<file path="config.mk">
export PLATFORM = sky130hd
export DESIGN_NAME = cv32e40p_mult_iter
export DESIGN_NICKNAME = d
export VERILOG_FILES = /design/src/rtl/cv32e40p_pkg.sv /design/src/rtl/cv32e40p_mult_pp.sv /design/src/rtl/cv32e40p_mult_iter.sv
export SDC_FILE = /design/constraint.sdc
export NUM_CORES = 1
export LEC_CHECK = 0
export BUFFER_PORTS_ARGS = -buffer_cell sky130_fd_sc_hd__buf_2
export CAP_MARGIN = 30
export CORE_ASPECT_RATIO = 1.25
export CORE_MARGIN = 2
export CORE_UTILIZATION = 44
export DETAILED_ROUTE_END_ITERATION = 12
export SYNTH_ARGS = -nofsm -noshare
export SYNTH_HDL_FRONTEND = slang
export SYNTH_SLANG_ARGS = --single-unit
</file>
<file path="constraint.sdc">
create_clock -name clk -period 10.3 [get_ports clk]
set_clock_uncertainty 0.2 [all_clocks]
set_input_delay 1.545 -clock clk [delete_from_list [all_inputs] [get_ports clk]]
set_output_delay 1.545 -clock clk [all_outputs]
set_load 0.02 [all_outputs]
</file>
<file path="src/rtl/cv32e40p_pkg.sv">
// Shared types for the cv32e40p execute-stage helpers.
// Holds the state encoding of the iterative multiplier FSM.
package cv32e40p_pkg;

  typedef enum logic [1:0] {
    MI_IDLE,
    MI_BUSY,
    MI_DONE
  } mult_iter_state_e;

endpackage

</file>
<file path="src/rtl/cv32e40p_mult_pp.sv">
// One signed (PART_W+1)x(PART_W+1) partial product.
// Unsigned chunks arrive with a zero in their extra top bit.
module cv32e40p_mult_pp #(
  parameter int PART_W = 16
) (
  input  logic signed [PART_W:0]     op_a,
  input  logic signed [PART_W:0]     op_b,
  output logic signed [2*PART_W+1:0] product
);

  assign product = (2*PART_W+2)'(op_a) * (2*PART_W+2)'(op_b);

endmodule

</file>
<file path="src/rtl/cv32e40p_mult_iter.sv">
// Iterative WIDTHxWIDTH multiplier with optional accumulate.
// Each cycle it adds one shifted PART_W chunk product into a 2*WIDTH accumulator.
module cv32e40p_mult_iter
  import cv32e40p_pkg::*;
#(
  parameter int WIDTH  = 32,
  parameter int PART_W = 16
) (
  input  logic             clk,
  input  logic             rst_n,
  input  logic             valid_i,
  output logic             ready_o,
  input  logic [WIDTH-1:0] op_a_i,
  input  logic [WIDTH-1:0] op_b_i,
  input  logic [WIDTH-1:0] op_c_i,
  input  logic             acc_en_i,
  input  logic [1:0]       signed_i,
  input  logic             high_i,
  input  logic             kill_i,
  output logic             valid_o,
  input  logic             ready_i,
  output logic [WIDTH-1:0] result_o
);

  localparam int NP    = WIDTH / PART_W;
  localparam int NSTEP = NP * NP;
  localparam int SW    = (NSTEP > 1) ? $clog2(NSTEP) : 1;
  localparam int PPW   = 2 * PART_W + 2;

  if (PART_W < 1 || NP < 1 || (WIDTH % PART_W) != 0 || (NP & (NP - 1)) != 0) begin : g_param_check
    $error("cv32e40p_mult_iter: WIDTH must be PART_W times a power of two");
  end

  mult_iter_state_e    state_reg, state_next;
  logic [SW-1:0]       step_reg;
  logic [WIDTH-1:0]    op_a_reg, op_b_reg, result_reg;
  logic                sign_a_reg, sign_b_reg, high_reg;
  logic [2*WIDTH-1:0]  acc_reg, acc_sum, pp_low;
  logic [PART_W:0]     a_ext [NP];
  logic [PART_W:0]     b_ext [NP];
  logic signed [PART_W:0] chunk_a, chunk_b;
  logic signed [PPW-1:0]  pp;
  logic                last_step, accept;
  int                  idx_a, idx_b;

  // Only the top chunk of a signed operand carries its sign into the extra bit.
  genvar gi;
  for (gi = 0; gi < NP; gi++) begin : g_chunk
    assign a_ext[gi] = {sign_a_reg & 1'(gi == NP - 1) & op_a_reg[gi*PART_W+PART_W-1],
                        op_a_reg[gi*PART_W +: PART_W]};
    assign b_ext[gi] = {sign_b_reg & 1'(gi == NP - 1) & op_b_reg[gi*PART_W+PART_W-1],
                        op_b_reg[gi*PART_W +: PART_W]};
  end

  always_comb begin
    idx_a   = int'(step_reg) % NP;
    idx_b   = int'(step_reg) / NP;
    chunk_a = '0;
    chunk_b = '0;
    for (int k = 0; k < NP; k++) begin
      if (k == idx_a) chunk_a = a_ext[k];
      if (k == idx_b) chunk_b = b_ext[k];
    end
  end

  cv32e40p_mult_pp #(.PART_W(PART_W)) u_pp (
    .op_a    (chunk_a),
    .op_b    (chunk_b),
    .product (pp)
  );

  assign pp_low    = (2*WIDTH)'(pp);
  assign acc_sum   = acc_reg + (pp_low << ((idx_a + idx_b) * PART_W));
  assign last_step = (step_reg == SW'(NSTEP - 1));

  assign ready_o  = (state_reg == MI_IDLE) || ((state_reg == MI_DONE) && ready_i);
  assign valid_o  = (state_reg == MI_DONE);
  assign result_o = result_reg;
  assign accept   = ready_o & valid_i & ~kill_i;

  always_comb begin
    state_next = state_reg;
    if (kill_i) begin
      state_next = MI_IDLE;
    end else begin
      unique case (state_reg)
        MI_IDLE: if (valid_i) state_next = MI_BUSY;
        MI_BUSY: if (last_step) state_next = MI_DONE;
        MI_DONE: if (ready_i) state_next = valid_i ? MI_BUSY : MI_IDLE;
        default: state_next = MI_IDLE;
      endcase
    end
  end

  always_ff @(posedge clk) begin
    if (!rst_n) begin
      state_reg  <= MI_IDLE;
      step_reg   <= '0;
      acc_reg    <= '0;
      result_reg <= '0;
      op_a_reg   <= '0;
      op_b_reg   <= '0;
      sign_a_reg <= 1'b0;
      sign_b_reg <= 1'b0;
      high_reg   <= 1'b0;
    end else begin
      state_reg <= state_next;
      if (kill_i) begin
        acc_reg  <= '0;
        step_reg <= '0;
      end else if (accept) begin
        op_a_reg   <= op_a_i;
        op_b_reg   <= op_b_i;
        // Encoding 10 collapses to fully unsigned.
        sign_a_reg <= signed_i[0];
        sign_b_reg <= signed_i[1] & signed_i[0];
        high_reg   <= high_i;
        acc_reg    <= acc_en_i ? {{WIDTH{1'b0}}, op_c_i} : '0;
        step_reg   <= '0;
      end else if (state_reg == MI_BUSY) begin
        acc_reg  <= acc_sum;
        step_reg <= step_reg + 1'b1;
        if (last_step) begin
          result_reg <= high_reg ? acc_sum[2*WIDTH-1:WIDTH] : acc_sum[WIDTH-1:0];
        end
      end
    end
  end

endmodule

</file>
==> results.sh, run 1 <==
export IMPL_crit_required_ns=10.46
export IMPL_num_rows=92
export IMPL_crit_top_cell="fa_1"
export IMPL_hold_violations=0
export IMPL_ys_seq_area_share_pct=14.9
export IMPL_drv_slew=0
export IMPL_synth_warnings=0
export IMPL_final_cell_mix="nand2_1 (405), inv_1 (337), fa_1 (295), nor2_1 (261), a21oi_1 (202)"
export IMPL_synth_nets=3289
export IMPL_antenna_found_initial=0
export IMPL_io_buffers=138
export IMPL_layout_commonest_cell="nand2_1"
export IMPL_post_route_util_pct=50.5
export IMPL_clock_path_buffers=2
export IMPL_p_per_area_nw_per_um2=68.3
export IMPL_vdd_drop_max_mv=0.111
export IMPL_grt_pass1_wl_um=124000
export IMPL_cts_root_buf="clkbuf_16"
export IMPL_drc=0
export IMPL_reg2reg_depth=38
export IMPL_critPathKind="flip-flop to flip-flop"
export IMPL_power_total_mw=1.74
export IMPL_synth_edf_count=0
export IMPL_max_slew_worst_pin_slew_ns=0.866
export IMPL_cts_made_buffers=17
export IMPL_n_antenna_cell=0
export IMPL_register_area_um2=3350
export IMPL_p_leak_nw=11.8
export IMPL_start_kind="flip-flop"
export IMPL_grt_pass1_vias=21280
export IMPL_synthCells=2738
export IMPL_vias=20426
export IMPL_ys_async_sr_fraction_pct=0
export IMPL_whs_path_depth=2
export IMPL_fp_dieH_um=256
export IMPL_grt_start_max_net_pins=86
export IMPL_synth_distinct_cells=87
export IMPL_boundaryPins=139
export IMPL_cp_max_fo=18
export IMPL_syn_area_per_cell_um2=8.19
export IMPL_wl_per_cell_um=22.5
export IMPL_coreArea_um2=50400
export IMPL_fp_dieArea_um2=52800
export IMPL_cpPeakStageDelay_ns=0.55
export IMPL_nets=3491
export IMPL_finalCritPeriodShare_pct=96.5
export IMPL_fin_crit_ns=9.94
export IMPL_routed_via_density=5.66
export IMPL_nFillCells=4950
export IMPL_syn2layout_area_growth_pct=13.6
export IMPL_clock_sinks=167
export IMPL_initial_core_util_pct=44.5
export IMPL_drtAntennaViolNets=0
export IMPL_critPathSlowestCell="fa_1"
export IMPL_arrival_ns=10.10
export IMPL_dr_pass1_iters=5
export IMPL_drv_cap=0
export IMPL_cts_max_level=4
export IMPL_layout_drive_gt1_share_pct=15.2
export IMPL_clk_latency_ns=0.49
export IMPL_ys_ff_latch=167
export IMPL_hold_path_class="flip-flop to flip-flop"
export IMPL_cts_tree="built"
export IMPL_largest_reg_flops=64
export IMPL_gp_congestion=1.02
export IMPL_multiInputGateArea_um2=17300
export IMPL_synth_area_um2=22400
export IMPL_grt_ovfl_total=0
export IMPL_setup_viol=0
export IMPL_hpwl_um=66600
export IMPL_path_clk_slew_ns=0.08
export IMPL_fmax_mhz=101
export IMPL_slew_headroom_pct=42.3
export IMPL_wirelength_um=81300
export IMPL_critPathCaptureType="flip-flop"
export IMPL_status="finished clean"
export IMPL_yosys_most_used_dff="dfxtp_1"
export IMPL_dieWidth_um=206
export IMPL_grt_util_all_layers_pct=31.4
export IMPL_drtIter0Drc=1058
-- cells in the mapped netlist (15+ instances only) --
master	instances	area share (%)
nor3_1	31	0.69
nand3_1	53	1.2
fa_1	297	26
ha_1	149	8.3
xnor2_1	60	2.3
o21bai_1	30	1.0
a211oi_1	29	0.97
inv_1	337	5.6
a21oi_1	204	4.6
nor2_1	263	4.4
mux2i_1	39	1.7
dfxtp_1	167	15
clkbuf_1	104	1.7
and2_1	21	0.59
nand2_1	406	6.8
a21o_1	35	1.2
mux2_2	31	1.6
nand4_1	17	0.47
a31oi_1	27	0.75
o21ai_0	90	2.0
a21boi_0	73	2.4
o22ai_1	15	0.42
xor2_1	34	1.3
-- layout make-up --
cell class / instances / area share, %
repair buffers: 320 / 8.34
clock inverters: 14 / 0.687
inverters: 338 / 4.98
clock buffers: 18 / 1.72
well taps: 658 / 3.23
multi-input cells: 2096 / 67.9
flip-flops and latches: 167 / 13.1
-- power breakdown --
part / internal (mW) / switching [mW] / leakage (nW)
logic: 0.127 / 0.241 / 10.2
clock network: 0.337 / 0.362 / 0.299
registers: 0.661 / 0.0132 / 1.35
-- metal layers --
metal  track usage (%)  routed length, um
met2              55.2              40800
met3              4.00               3510
met1              35.5              30900
met4              20.3               6100
met5                 0                  0
-- metrics by stage --
stage          setup slack, ns  cells  cell area (um2)  hold WS [ns]  TNS (ns)
2_1_floorplan           0.0892   2738            22400         0.232         0
3_3_place_gp           -0.0804   3574            24600         0.249    -0.148
3_5_place_dp           -0.0798   3574            24600         0.257    -0.124
4_1_cts                  0.100   3606            25300         0.274         0
5_1_grt                -0.0380   3611            25500         0.297    -0.110
6_report                 0.356   3611            25500         0.271         0
-- repair_timing --
| action | CTS | global route |
|---|---|---|
| buffers inserted | 0 | 4 |
| pin swaps | 0 | 9 |
| gates cloned | 0 | 1 |
| setup endpoints to repair | 6 | 54 |
| gates resized for setup | 4 | 39 |
| hold buffers | 0 | 0 |
-- cells by family after synthesis --
group,synth area share [%]
AND/OR/NAND/NOR,16.7
AO/OA/AOI/OAI,17.7
buffers and inverters,8.87
adder cells (fa/ha/maj),34.8
flip-flops,14.9
XOR/XNOR,3.67
multiplexers,3.30
-- worst paths after layout --
path                                          startpoint                         to  slack [ns]
worst min-delay path            acc_reg[60]$_SDFFE_PP0P_   acc_reg[60]$_SDFFE_PP0P_        0.27
worst max register to register  step_reg[0]$_SDFFE_PP0P_  result_o[31]$_SDFFE_PN0P_        0.36
worst max-delay path            step_reg[0]$_SDFFE_PP0P_  result_o[31]$_SDFFE_PN0P_        0.36
worst min register to register  acc_reg[60]$_SDFFE_PP0P_   acc_reg[60]$_SDFFE_PP0P_        0.27
-- critical path: cells and delay by family (launching register included) --
kind / cells / cell delay (ns)
multiplexers: 1 / 0.47
buffers and inverters: 10 / 1.11
flip-flops: 1 / 0.38
AND/OR/NAND/NOR: 3 / 0.50
adder cells (fa/ha/maj): 8 / 3.68
XOR/XNOR: 1 / 0.30
AO/OA/AOI/OAI: 15 / 3.14
Note: power is estimated with default switching activity, not from simulation.
==> run 2, diff against run 1 <==
CELL_PAD_IN_SITES_DETAIL_PLACEMENT = 1   (was default)
CELL_PAD_IN_SITES_GLOBAL_PLACEMENT = 1   (was default)
PLACE_DENSITY_LB_ADDON = 0.1   (was default)
==> run 2 against run 1 <==
Flip-flop and latch count unchanged. Count of clock-buffer cells in the layout unchanged. Global-route usage increased by 3.6 points. Highest routed layer unchanged. Critical path depth decreased by 3. Maximum frequency decreased by 0.64%. Routed wire length increased by 12%. Total power increased by 1.5%. Die area unchanged. Non-clock buffer count increased by 23. Worst setup slack got worse by 0.064 ns.
==> results.sh, run 2 (synthesis results as in run 1) <==
export IMPL_status="finished clean"
export IMPL_post_route_util_pct=51.7
export IMPL_clk_latency_ns=0.51
export IMPL_hold_path_class="flip-flop to flip-flop"
export IMPL_grt_start_max_net_pins=90
export IMPL_io_buffers=138
export IMPL_critPathCaptureType="flip-flop"
export IMPL_cts_made_buffers=17
export IMPL_vdd_drop_max_mv=0.150
export IMPL_start_kind="flip-flop"
export IMPL_wirelength_um=90700
export IMPL_intPower_mw=1.13
export IMPL_setup_tns_ns=0
export IMPL_hpwl_um=74700
export IMPL_path_clk_slew_ns=0.08
export IMPL_drc=0
export IMPL_drtIter0Drc=1137
export IMPL_slew_headroom_pct=35.7
export IMPL_drtAntennaViolNets=0
export IMPL_final_cell_mix="nand2_1 (403), inv_1 (337), fa_1 (293), nor2_1 (259), a21oi_1 (194)"
export IMPL_p_leak_nw=12.0
export IMPL_largest_reg_flops=64
export IMPL_num_rows=92
export IMPL_power_frac_comb_pct=21.7
export IMPL_crit_top_cell="fa_1"
export IMPL_switching_share_pct=36.0
export IMPL_grt_pass1_wl_um=138000
export IMPL_arrival_ns=10.25
export IMPL_met2_usage_pct=63.6
export IMPL_grt_util_all_layers_pct=35.1
export IMPL_grt_util_met3_pct=4.03
export IMPL_max_slew_worst_pin_slew_ns=0.958
export IMPL_dp_cells=3579
export IMPL_dieWidth_um=206
export IMPL_finalCritPeriodShare_pct=97.2
export IMPL_use_met1_pct=37.9
export IMPL_fin_area_um2=26100
export IMPL_postCtsHoldBufs=0
export IMPL_fin_crit_ns=10.01
export IMPL_layout_commonest_cell="nand2_1"
export IMPL_nFillCells=6106
export IMPL_fmax_mhz=99.9
export IMPL_grt_ovfl_total=0
export IMPL_antenna_found_initial=0
export IMPL_top_usage_layer="met2"
export IMPL_vias=21000
export IMPL_cpPeakStageDelay_ns=0.62
export IMPL_critPathSlowestCell="fa_1"
export IMPL_p_clk_share_pct=40.0
export IMPL_routed_via_density=5.78
export IMPL_cts_tree="built"
export IMPL_drv_slew=0
export IMPL_seq_power_share_pct=38.4
export IMPL_fp_dieH_um=256
export IMPL_nets=3515
export IMPL_syn2layout_area_growth_pct=16.2
export IMPL_p_switching_uw=637
export IMPL_cp_max_fo=13
export IMPL_dr_pass1_iters=6
export IMPL_boundaryPins=139
export IMPL_cts_max_level=4
export IMPL_gp_congestion=0.982
export IMPL_critPathKind="flip-flop to flip-flop"
export IMPL_initial_core_util_pct=44.5
export IMPL_clock_sinks=167
export IMPL_setup_viol=0
export IMPL_hold_violations=0
export IMPL_stdcell_count=3636
export IMPL_layout_drive_gt1_share_pct=17.5
export IMPL_drv_cap=0
export IMPL_clock_path_buffers=2
export IMPL_wl_per_cell_um=24.9
export IMPL_fp_dieArea_um2=52800
export IMPL_cts_root_buf="clkbuf_16"
export IMPL_placed_area_um2=24700
export IMPL_grt_pass1_vias=23173
export IMPL_p_per_area_nw_per_um2=67.8
export IMPL_crit_required_ns=10.54
export IMPL_coreArea_um2=50400
[run 2: cell types whose count changed in the layout (fill, tap and decap cells not counted), sizes merged]
cell,change
buf,+22
clkbuf,+1
clkinvlp,+1
o21a,+1
inv,-1
diode,+1
[run 2: metrics by stage]
stage          hold slack (ns)  setup slack [ns]  power, mW
2_1_floorplan            0.232            0.0892      0.888
3_3_place_gp             0.249            -0.127       1.05
3_5_place_dp             0.255            -0.265       1.06
4_1_cts                  0.274           0.00507       1.77
5_1_grt                  0.297           -0.0560       1.83
6_report                 0.266             0.292       1.77
[run 2: timing repair]
item / CTS / global route
hold endpoints to repair: 0 / 0
buffers inserted: 0 / 20
setup endpoints to repair: 28 / 61
cloned: 0 / 3
gates resized for setup: 13 / 112
pin swaps: 1 / 25
[run 2: cell type report]
cell class | instances | area, um2 | area share, %
Antenna cell | 1 | 2.50 | 0.00960
Sequential cell | 167 | 3350 | 12.9
Timing Repair Buffer | 343 | 2350 | 9.01
Multi-Input combinational cell | 2097 | 17700 | 67.7
Clock inverter | 14 | 176 | 0.677
Tap cell | 658 | 823 | 3.16
Inverter | 338 | 1270 | 4.87
Clock buffer | 18 | 439 | 1.68
[run 2: power groups by stage]
stage                     sequential (mW)  clock (mW)  combinational [mW]
after detailed placement            0.691           0               0.365
after CTS                           0.676       0.720               0.369
after floorplan                     0.683           0               0.205
after global routing                0.679       0.741               0.410
after global placement              0.691           0               0.358
final                               0.678       0.706               0.383
[run 2: worst paths after layout]
kind                       startpoint                        end  slack (ns)  cells after the start
max reg2reg  step_reg[1]$_SDFFE_PP0P_  result_o[22]$_SDFFE_PN0P_        0.29                     35
max          step_reg[1]$_SDFFE_PP0P_  result_o[22]$_SDFFE_PN0P_        0.29                     35
min          acc_reg[59]$_SDFFE_PP0P_   acc_reg[59]$_SDFFE_PP0P_        0.27                      2
min reg2reg  acc_reg[59]$_SDFFE_PP0P_   acc_reg[59]$_SDFFE_PP0P_        0.27                      2
[run 2: critical path: cells and delay by family (launching register included)]
| kind | cells | cell delay [ns] |
|---|---|---|
| adders and majority gates | 8 | 3.74 |
| buffers and inverters | 6 | 0.71 |
| xor gates and xnor gates | 1 | 0.29 |
| AOI/OAI and AO/OA | 8 | 1.59 |
| DFF | 1 | 0.38 |
| muxes | 2 | 0.55 |
| and+or+nand+nor | 10 | 2.49 |
[run 2: routing by layer]
layer	up-vias	routed length (um)
met5	-	0
met4	0	7560
met3	284	3170
met2	586	46900
met1	10612	33100
li1	9518	-
